<file path="src/rtl/alu_muldiv_seq.sv">
// Iterative SPARC V8 UMUL/SMUL/UDIV/SDIV (+cc) sequencer: 32 shift-add / restoring-divide steps.
// Latency: start in cycle 0 -> done in cycle 35; divide-by-zero / early overflow -> done in cycle 2.
// Backpressure: stall_out holds the pipeline from accept until FIX; a start outside IDLE is ignored.
module alu_muldiv_seq (
    input  logic        clk,
    input  logic        reset,
    input  logic        start,
    input  logic        flush,
    input  logic [5:0]  op3,
    input  logic [31:0] valA,
    input  logic [31:0] valB,
    input  logic [31:0] Y_in,
    input  logic [3:0]  icc_in,
    output logic        stall_out,
    output logic        done,
    output logic [31:0] res_out,
    output logic [31:0] Y_out,
    output logic        Y_we,
    output logic [3:0]  icc_out,
    output logic        icc_we,
    output logic        div_zero
);
    typedef enum logic [2:0] {IDLE, PREP, RUN, FIX, DONE} state_t;

    state_t      state, state_n;
    logic [31:0] a_q, b_q, y_q, mb, mb_n;
    logic [3:0]  icc_q;
    logic        is_div_q, is_signed_q, is_cc_q;
    logic [63:0] acc, acc_n;
    logic        sign, sign_n;
    logic [4:0]  cnt, cnt_n;

    // op3 family: bit5=0, bit3=1, bit1=1; bit4 = cc, bit2 = divide, bit0 = signed
    logic supported, accept;
    assign supported = !op3[5] && op3[3] && op3[1];
    assign accept    = (state == IDLE) && start && supported && !flush;
    assign stall_out = accept || (state == PREP) || (state == RUN) || (state == FIX);

    // Magnitudes of the latched operands for the signed forms
    logic [63:0] dvd, dmag;
    logic [31:0] amag, bmag;
    assign dvd  = {y_q, a_q};
    assign dmag = y_q[31] ? (64'd0 - dvd) : dvd;
    assign amag = a_q[31] ? (32'd0 - a_q) : a_q;
    assign bmag = b_q[31] ? (32'd0 - b_q) : b_q;

    // One iteration step: multiply adds then shifts right, divide shifts left and trial-subtracts
    logic [32:0] mul_sum, div_top;
    logic [31:0] div_diff;
    logic        div_ge;
    assign mul_sum  = {1'b0, acc[63:32]} + (acc[0] ? {1'b0, mb} : 33'd0);
    assign div_top  = acc[63:31];
    assign div_ge   = div_top >= {1'b0, mb};
    assign div_diff = div_top[31:0] - mb;

    logic [63:0] prod;
    logic [31:0] qmag;
    assign prod = sign ? (64'd0 - acc) : acc;
    assign qmag = acc[31:0];

    logic        load_out, out_dz, out_v;
    logic [31:0] out_res, out_y;

    // Next state, iteration datapath and the result to publish on entry to DONE
    always_comb begin
        state_n  = state;
        acc_n    = acc;
        mb_n     = mb;
        sign_n   = sign;
        cnt_n    = cnt;
        load_out = 1'b0;
        out_dz   = 1'b0;
        out_v    = 1'b0;
        out_res  = 32'd0;
        out_y    = y_q;
        case (state)
            IDLE: if (accept) state_n = PREP;
            PREP: begin
                if (is_div_q && b_q == 32'd0) begin
                    out_dz   = 1'b1;
                    load_out = 1'b1;
                    state_n  = DONE;
                end else if (is_div_q && !is_signed_q && y_q >= b_q) begin
                    out_res  = 32'hFFFF_FFFF;
                    out_v    = 1'b1;
                    load_out = 1'b1;
                    state_n  = DONE;
                end else if (is_div_q && is_signed_q && dmag[63:32] >= bmag) begin
                    out_res  = (y_q[31] ^ b_q[31]) ? 32'h8000_0000 : 32'h7FFF_FFFF;
                    out_v    = 1'b1;
                    load_out = 1'b1;
                    state_n  = DONE;
                end else begin
                    if (is_div_q)
                        acc_n = is_signed_q ? dmag : dvd;
                    else
                        acc_n = {32'd0, is_signed_q ? amag : a_q};
                    mb_n    = is_signed_q ? bmag : b_q;
                    sign_n  = is_signed_q && ((is_div_q ? y_q[31] : a_q[31]) ^ b_q[31]);
                    cnt_n   = 5'd0;
                    state_n = RUN;
                end
            end
            RUN: begin
                if (is_div_q)
                    acc_n = {(div_ge ? div_diff : div_top[31:0]), acc[30:0], div_ge};
                else
                    acc_n = {mul_sum, acc[31:1]};
                cnt_n = cnt + 5'd1;
                if (cnt == 5'd31) state_n = FIX;
            end
            FIX: begin
                load_out = 1'b1;
                state_n  = DONE;
                if (!is_div_q) begin
                    out_res = prod[31:0];
                    out_y   = prod[63:32];
                end else if (is_signed_q && !sign && qmag > 32'h7FFF_FFFF) begin
                    out_res = 32'h7FFF_FFFF;
                    out_v   = 1'b1;
                end else if (is_signed_q && sign && qmag > 32'h8000_0000) begin
                    out_res = 32'h8000_0000;
                    out_v   = 1'b1;
                end else begin
                    out_res = sign ? (32'd0 - qmag) : qmag;
                end
            end
            DONE:    state_n = IDLE;
            default: state_n = IDLE;
        endcase
        if (flush && state != IDLE) begin
            state_n  = IDLE;
            load_out = 1'b0;
        end
    end

    // State, operand latches and iteration registers
    always_ff @(posedge clk) begin
        if (reset) begin
            state       <= IDLE;
            a_q         <= 32'd0;
            b_q         <= 32'd0;
            y_q         <= 32'd0;
            icc_q       <= 4'd0;
            is_div_q    <= 1'b0;
            is_signed_q <= 1'b0;
            is_cc_q     <= 1'b0;
            acc         <= 64'd0;
            mb          <= 32'd0;
            sign        <= 1'b0;
            cnt         <= 5'd0;
        end else begin
            state <= state_n;
            acc   <= acc_n;
            mb    <= mb_n;
            sign  <= sign_n;
            cnt   <= cnt_n;
            if (accept) begin
                a_q         <= valA;
                b_q         <= valB;
                y_q         <= Y_in;
                icc_q       <= icc_in;
                is_div_q    <= op3[2];
                is_signed_q <= op3[0];
                is_cc_q     <= op3[4];
            end
        end
    end

    // Registered outputs: strobes pulse for one cycle, data holds until the next result
    always_ff @(posedge clk) begin
        if (reset) begin
            done     <= 1'b0;
            Y_we     <= 1'b0;
            icc_we   <= 1'b0;
            div_zero <= 1'b0;
            res_out  <= 32'd0;
            Y_out    <= 32'd0;
            icc_out  <= 4'd0;
        end else begin
            done     <= load_out;
            Y_we     <= load_out && !is_div_q;
            icc_we   <= load_out && is_cc_q && !out_dz;
            div_zero <= load_out && out_dz;
            if (load_out) begin
                res_out <= out_res;
                Y_out   <= out_y;
                icc_out <= (is_cc_q && !out_dz) ? {out_res[31], out_res == 32'd0, out_v, 1'b0} : icc_q;
            end
        end
    end
endmodule
</file>
<file path="config.mk">
export PLATFORM = sky130hd
export DESIGN_NAME = alu_muldiv_seq
export DESIGN_NICKNAME = d
export VERILOG_FILES = /design/src/rtl/alu_muldiv_seq.sv
export SDC_FILE = /design/constraint.sdc
export NUM_CORES = 1
export LEC_CHECK = 0
export CAP_MARGIN = 20
export CORE_MARGIN = 8
export CORE_UTILIZATION = 55
export CTS_CLUSTER_DIAMETER = 30
export DETAILED_ROUTE_END_ITERATION = 10
export PLACE_DENSITY = 0.76
export SKIP_CTS_REPAIR_TIMING = 1
export SYNTH_ARGS = -nofsm -noshare
export SYNTH_HDL_FRONTEND = slang
export SYNTH_SLANG_ARGS = --single-unit
export TNS_END_PERCENT = 5
</file>
<file path="constraint.sdc">
create_clock -name clk -period 14.33 [get_ports clk]
set_input_delay 2.1495 -clock clk [delete_from_list [all_inputs] [get_ports clk]]
set_output_delay 2.1495 -clock clk [all_outputs]
set_load 0.03 [all_outputs]
</file>
Yosys cells after proc, flatten, opt, wreduce, memory -nomap -nowiden

Cells that the tools add are included.
Widths: inputs -> output; s select.

Reduce and logical (&&, ||, !) cells: 39
Add/subtract/negate cells: 8
$lt $le $gt $ge: 5
Equality and inequality tests: 9
Bitwise logic cells: 5
Multiplexer cells: 50

Operators by type and width:

| cell                  | number |
|---|---|
| $mux 32               | 16 |
| $mux 64               | 8 |
| $pmux 64 s2           | 1 |
| $sub 1x64->64 const A | 2 |
| $sub 1x32->32 const A | 3 |
| $ge 32x32->1          | 2 |
| $logic_not 32->1      | 2 |
| $pmux 32 s2           | 1 |
| $add 32x32->33        | 1 |
| $ge 33x32->1          | 1 |
| $gt 32x31->1 const B  | 1 |
| $gt 32x32->1 const B  | 1 |
| $sub 32x32->32        | 1 |
| $logic_and 1x1->1     | 21 |
| $mux 3                | 5 |
| $mux 5                | 3 |
| $pmux 3 s4            | 1 |
| $mux 1                | 11 |
| $pmux 5 s2            | 1 |
| $ne 2x2->1 const B    | 4 |
| $reduce_and 4->1      | 2 |
| $eq 3x2->1 const B    | 2 |
| $logic_not 1->1       | 6 |
| $add 5x1->5 const B   | 1 |
| 13 further kinds      | 19 |

Output and inout bits: 73
Bits in registers: 280

Logic depth before layout (Yosys ltp)

Depth in word-level cells: 11
Mapped depth: 23

Worst setup path before layout

Ideal clock, no wire load.

Path type: input to output
Start: input port flush
End: output port stall_out
Data required time: 12.181 ns
Stages: 3
Path slack: 9.150 ns
Arrival: 3.030 ns
Cells stage by stage: nor4bb_1 nand2_1 a21oi_1

Longest elaborated chain between the ends: 5

RTL lines:

| item                          | line | text |
|---|---|---|
| start: declaration            | 8    | `input logic flush,` |
| $logic_not 1->1               | 36   | `assign accept = (state == IDLE) && start && supported && !flush;` |
| $logic_and 1x1->1             | 36   |  |
| $logic_or 1x1->1 (3 in a row) | 37   | `assign stall_out = accept \|\| (state == PREP) \|\| (state == RUN) \|\| (state == FIX);` |
| end: declaration              | 14   | `output logic stall_out,` |

Every way passes these cells.

Worst setup path after layout

Start: register a_q[22]
End: register acc[43]

Longest elaborated chain between the ends: 8
Elaborated cells on any way between the ends: 12
Classes of those cells: 1 x add/sub; 1 x order compare; 1 x eq/ne; 7 x mux; 2 x reduce/logical

RTL lines:

| item                                                 | line | text |
|---|---|---|
| start: declaration                                   | 26   | `logic [31:0] a_q, b_q, y_q, mb, mb_n;` |
| start signal: assignment                             | 159  | `a_q <= valA;` |
| $sub 1x64->64 (*)                                    | 43   | `assign dmag = y_q[31] ? (64'd0 - dvd) : dvd;` |
| $mux 64 (*)                                          | 43   |  |
| branches (longest 6 deep; another with $ge 32x32->1) | --   |  |
| end signal: assignment                               | 154  | `acc <= acc_n;` |
| end: declaration                                     | 29   | `logic [63:0] acc, acc_n;` |

Mark *: on every way between the ends. The select of a mux whose other input is x is not followed.
A chain may end at the register's enable or synchronous reset.

==> out/results.txt <==
global-route wire length before repair - 123 mm
RSZ-0062 raised after global routing - false
sequential share of power - 29.6%
H-tree depth - 3
CTS tree - yes
CP Cell Sequence - or4_1, nor4_1, nand2_1, nor3_1, nand2_1, o31ai_1, xnor2_1, ha_1, a21o_1, a21o_1, a21oi_1, o221ai_1, a211oi_1, o31a_2, buf_4, buf_4, and2_1, a222oi_1, a21oi_1
slew margin rel. - 22.6%
n_diodes - 0
Synth Net Count - 3199
Net Sw Frac - 26.5%
hold path cells - 2
crit share post-route - 50.6%
slowest stage delay, CP - 0.62 ns
Sink Count - 280
vias - 22.7k
synth warn - 0
MaxCap Viol Count - 0
multi-input combinational cell area - 14700 µm²
worst-case clock buffer depth - 3
Core ar. - 38600 µm²
Arr. time, crit path - 7.76 ns
worst hold-check path type - flop to flop
Slew Limit Fails - 0
Detail Route Antenna Nets - 0
Post-synth top flop - dfxtp_1
Setup crit end kind - flop
grt ovf - 0
Post-Route WL - 80.7 mm
# IOs - 183
largest net degree at the start of global routing - 106
GRT Util Overall - 34.4%
clk_lat worst skew - 0.60 ns
total design power - 2.71 mW
# rows - 72
Syn Area/Cell - 7.27 µm²
asr flop ratio synth - 0%
Reg area - 5610 µm²
Psw - 0.716 mW
Register-to-Register Path Depth - 19
worst r2r src - a_q[22]$_SDFFE_PP0P_
Post-synth EDFFs - 0
Buf+Inv Stages, Crit Path - 2
share of layout cells above drive strength 1 - 6.26%
Vias/cell - 6.31
port bufs - 182
reg-to-reg slack, setup - 7.08 ns
outcome - finished clean
Worst Max-Slew Pin Slew - 1.15 ns
Initial Util - 55.7%
Setup WS pre-CTS - 7.28 ns
Initial DRT Pass Iterations - 6
CP Class - flop to flop
die outline width - 214 µm
Crit path max-delay family - simple AND/OR/NAND/NOR gates
startpoint types - flop
gpl congestion - 1.04
WL/cell - 22.4 µm
CTS buffer count - 71
fmax - 138 MHz
internal power - 1.99 mW
Setup Skew - 0.0293 ns
Max VDD drop - 0.130 mV
1st-iter DRT viols - 2810
chip height - 214 µm
sequential element share of the synthesized area - 26.1%
Yosys cell types - 90
final number of setup-violating endpoints - 0
number of fill cells - 3443
P&R area growth vs syn - 20.0%
leakage - 9.66 nW
setup TNS - 0 ns
DRC - 0
HP Start - Y_out[15]$_SDFFE_PP0N_
synthesized area - 21500 µm²
CTS Root Buffer Type - clkbuf_16
cell count after synthesis - 2953
initial antenna violation count - 2
die area - 45600 µm²
critical path's slowest cell - nor3_1
clock network power share - 60.0%
Final Hold Vio Count - 0
CP max FO - 66
combinational share of power - 10.4%
nets - 3269
number of global-route vias before repair - 21.3k
Hold EP - Y_out[15]$_SDFFE_PP0N_
hpwl dp - 60.2 mm
WP data required - 14.84 ns
Worst Slack Setup Final - 7.08 ns
pwr dens - 105 nW/µm²
minimum clock period - 7.25 ns
clock transition at the registers of the reported paths - 0.05 ns
RR Endpoint - acc[43]$_SDFFE_PP0P_
Seq cells post-synth - 280
==> placed cells by master (no fill, tap or decap), types with 42 or more instances in the layout <==
master and count:
clkbuf_16 72, a21oi_1 312, mux2i_1 42, dfxtp_1 278, o31ai_1 42, ha_1 134, nor3_1 73, xor2_1 84
a211oi_1 88, o211ai_1 58, nor2_1 266, clkdlybuf4s50_1 181, inv_1 98, o21ai_0 137, xnor2_1 173, a21o_1 52
nand2_1 485
==> power groups by stage <==
stage | Sequential [mW] | Combinational, mW | Clock (mW)
after floorplan | 0.807 | 0.182 | 0
after CTS | 0.800 | 0.274 | 1.63
final | 0.800 | 0.282 | 1.62
after global routing | 0.800 | 0.302 | 1.67
after global placement | 0.813 | 0.269 | 0
after detailed placement | 0.814 | 0.272 | 0
==> state kept, by name, summed over array words and instances, names as in the netlist <==
signal / cells
acc: 64
Y_out: 32
a_q: 32
b_q: 32
mb: 32
res_out: 32
y_q: 32
cnt: 5
icc_out: 4
icc_q: 4
state: 3
Y_we: 1
div_zero: 1
done: 1
icc_we: 1
is_cc_q: 1
is_div_q: 1
is_signed_q: 1
sign: 1
==> synth_stat cells, drive strengths merged (6+ instances only) <==
library cell    n  area, µm²
inv            98        368
o22ai          19        119
and3           11       68.8
nand3          30        150
dfxtp         280       5610
or2            20        125
a21oi         312       1560
or4            16        128
o211ai         58        435
nor2          269       1010
nand2         485       1820
and2           12       77.6
a211oi         89        673
clkbuf        159        597
nor2b          23        144
nor4           22        174
a311oi         19        166
a22oi          10       75.1
xor2           84        736
buf            49        256
nand4          31        200
ha            134       1680
o41ai          16        140
o21ai         141        706
nand2b         24        158
a31oi          23        144
and4            6       52.6
a21o           52        390
a221oi          7       61.3
o31ai          43        328
mux2i          42        420
xnor2         173       1520
o21a           17        128
or3            27        169
nor3           73        365
==> worst register-to-register path, delay by kind of cell, from the launching register on <==
| family | cells | cell delay (ns) |
|---|---|---|
| AND/OR/NAND/NOR | 6 | 3.01 |
| AO/OA/AOI/OAI | 9 | 2.36 |
| buffers and inverters | 2 | 1.02 |
| flip-flops | 1 | 0.36 |
| adder cells (fa/ha/maj) | 1 | 0.32 |
| XOR/XNOR | 1 | 0.11 |
==> layout make-up <==
cell class                      instances  area share, %
Multi-Input combinational cell       2365           56.9
Clock inverter                         40           1.80
Sequential cell                       280           21.8
Timing Repair Buffer                  205           7.76
Inverter                              100           1.46
Clock buffer                           92           7.75
Tap cell                              518           2.52
==> through the flow <==
step | instance area, µm² | cells | util, % | hold slack (ns)
final | 25800 | 3600 | 66.8 | 0.451
after global routing | 25800 | 3600 | 66.8 | 0.470
after CTS | 25800 | 3600 | 66.8 | 0.451
after detailed placement | 23300 | 3468 | 60.4 | 0.446
after global placement | 23300 | 3468 | 60.4 | 0.439
after floorplan | 21500 | 2953 | - | 0.436
==> metal layers <==
layer / wire, µm / GRT usage [%]
met5: 20 / 0
met2: 33100 / 49.8
met3: 9450 / 9.09
met1: 35300 / 48.6
met4: 2850 / 12.2
==> cells by family (layout without fill, tap and decap cells) <==
kind of cell	Yosys count	in the layout	synth area share, %
adder cells (fa/ha/maj)	136	136	8.00
flip-flops	280	280	26.1
AND/OR/NAND/NOR	1070	1070	22.5
multiplexers	43	43	2.01
buffers and inverters	308	437	5.72
AO/OA/AOI/OAI	859	859	25.2
XOR/XNOR	257	257	10.5
==> how the worst max path moves through the flow <==
stage	startpoint	endpoint	cells past startpoint
6_report	a_q[22]$_SDFFE_PP0P_	acc[43]$_SDFFE_PP0P_	19
5_1_grt	a_q[22]$_SDFFE_PP0P_	acc[55]$_SDFFE_PP0P_	19
4_1_cts	a_q[22]$_SDFFE_PP0P_	acc[43]$_SDFFE_PP0P_	19
3_5_place_dp	a_q[22]$_SDFFE_PP0P_	acc[55]$_SDFFE_PP0P_	19
3_3_place_gp	a_q[22]$_SDFFE_PP0P_	acc[43]$_SDFFE_PP0P_	19
2_1_floorplan	flush	stall_out	3
No activity file was read; power rests on OpenSTA's default activity.
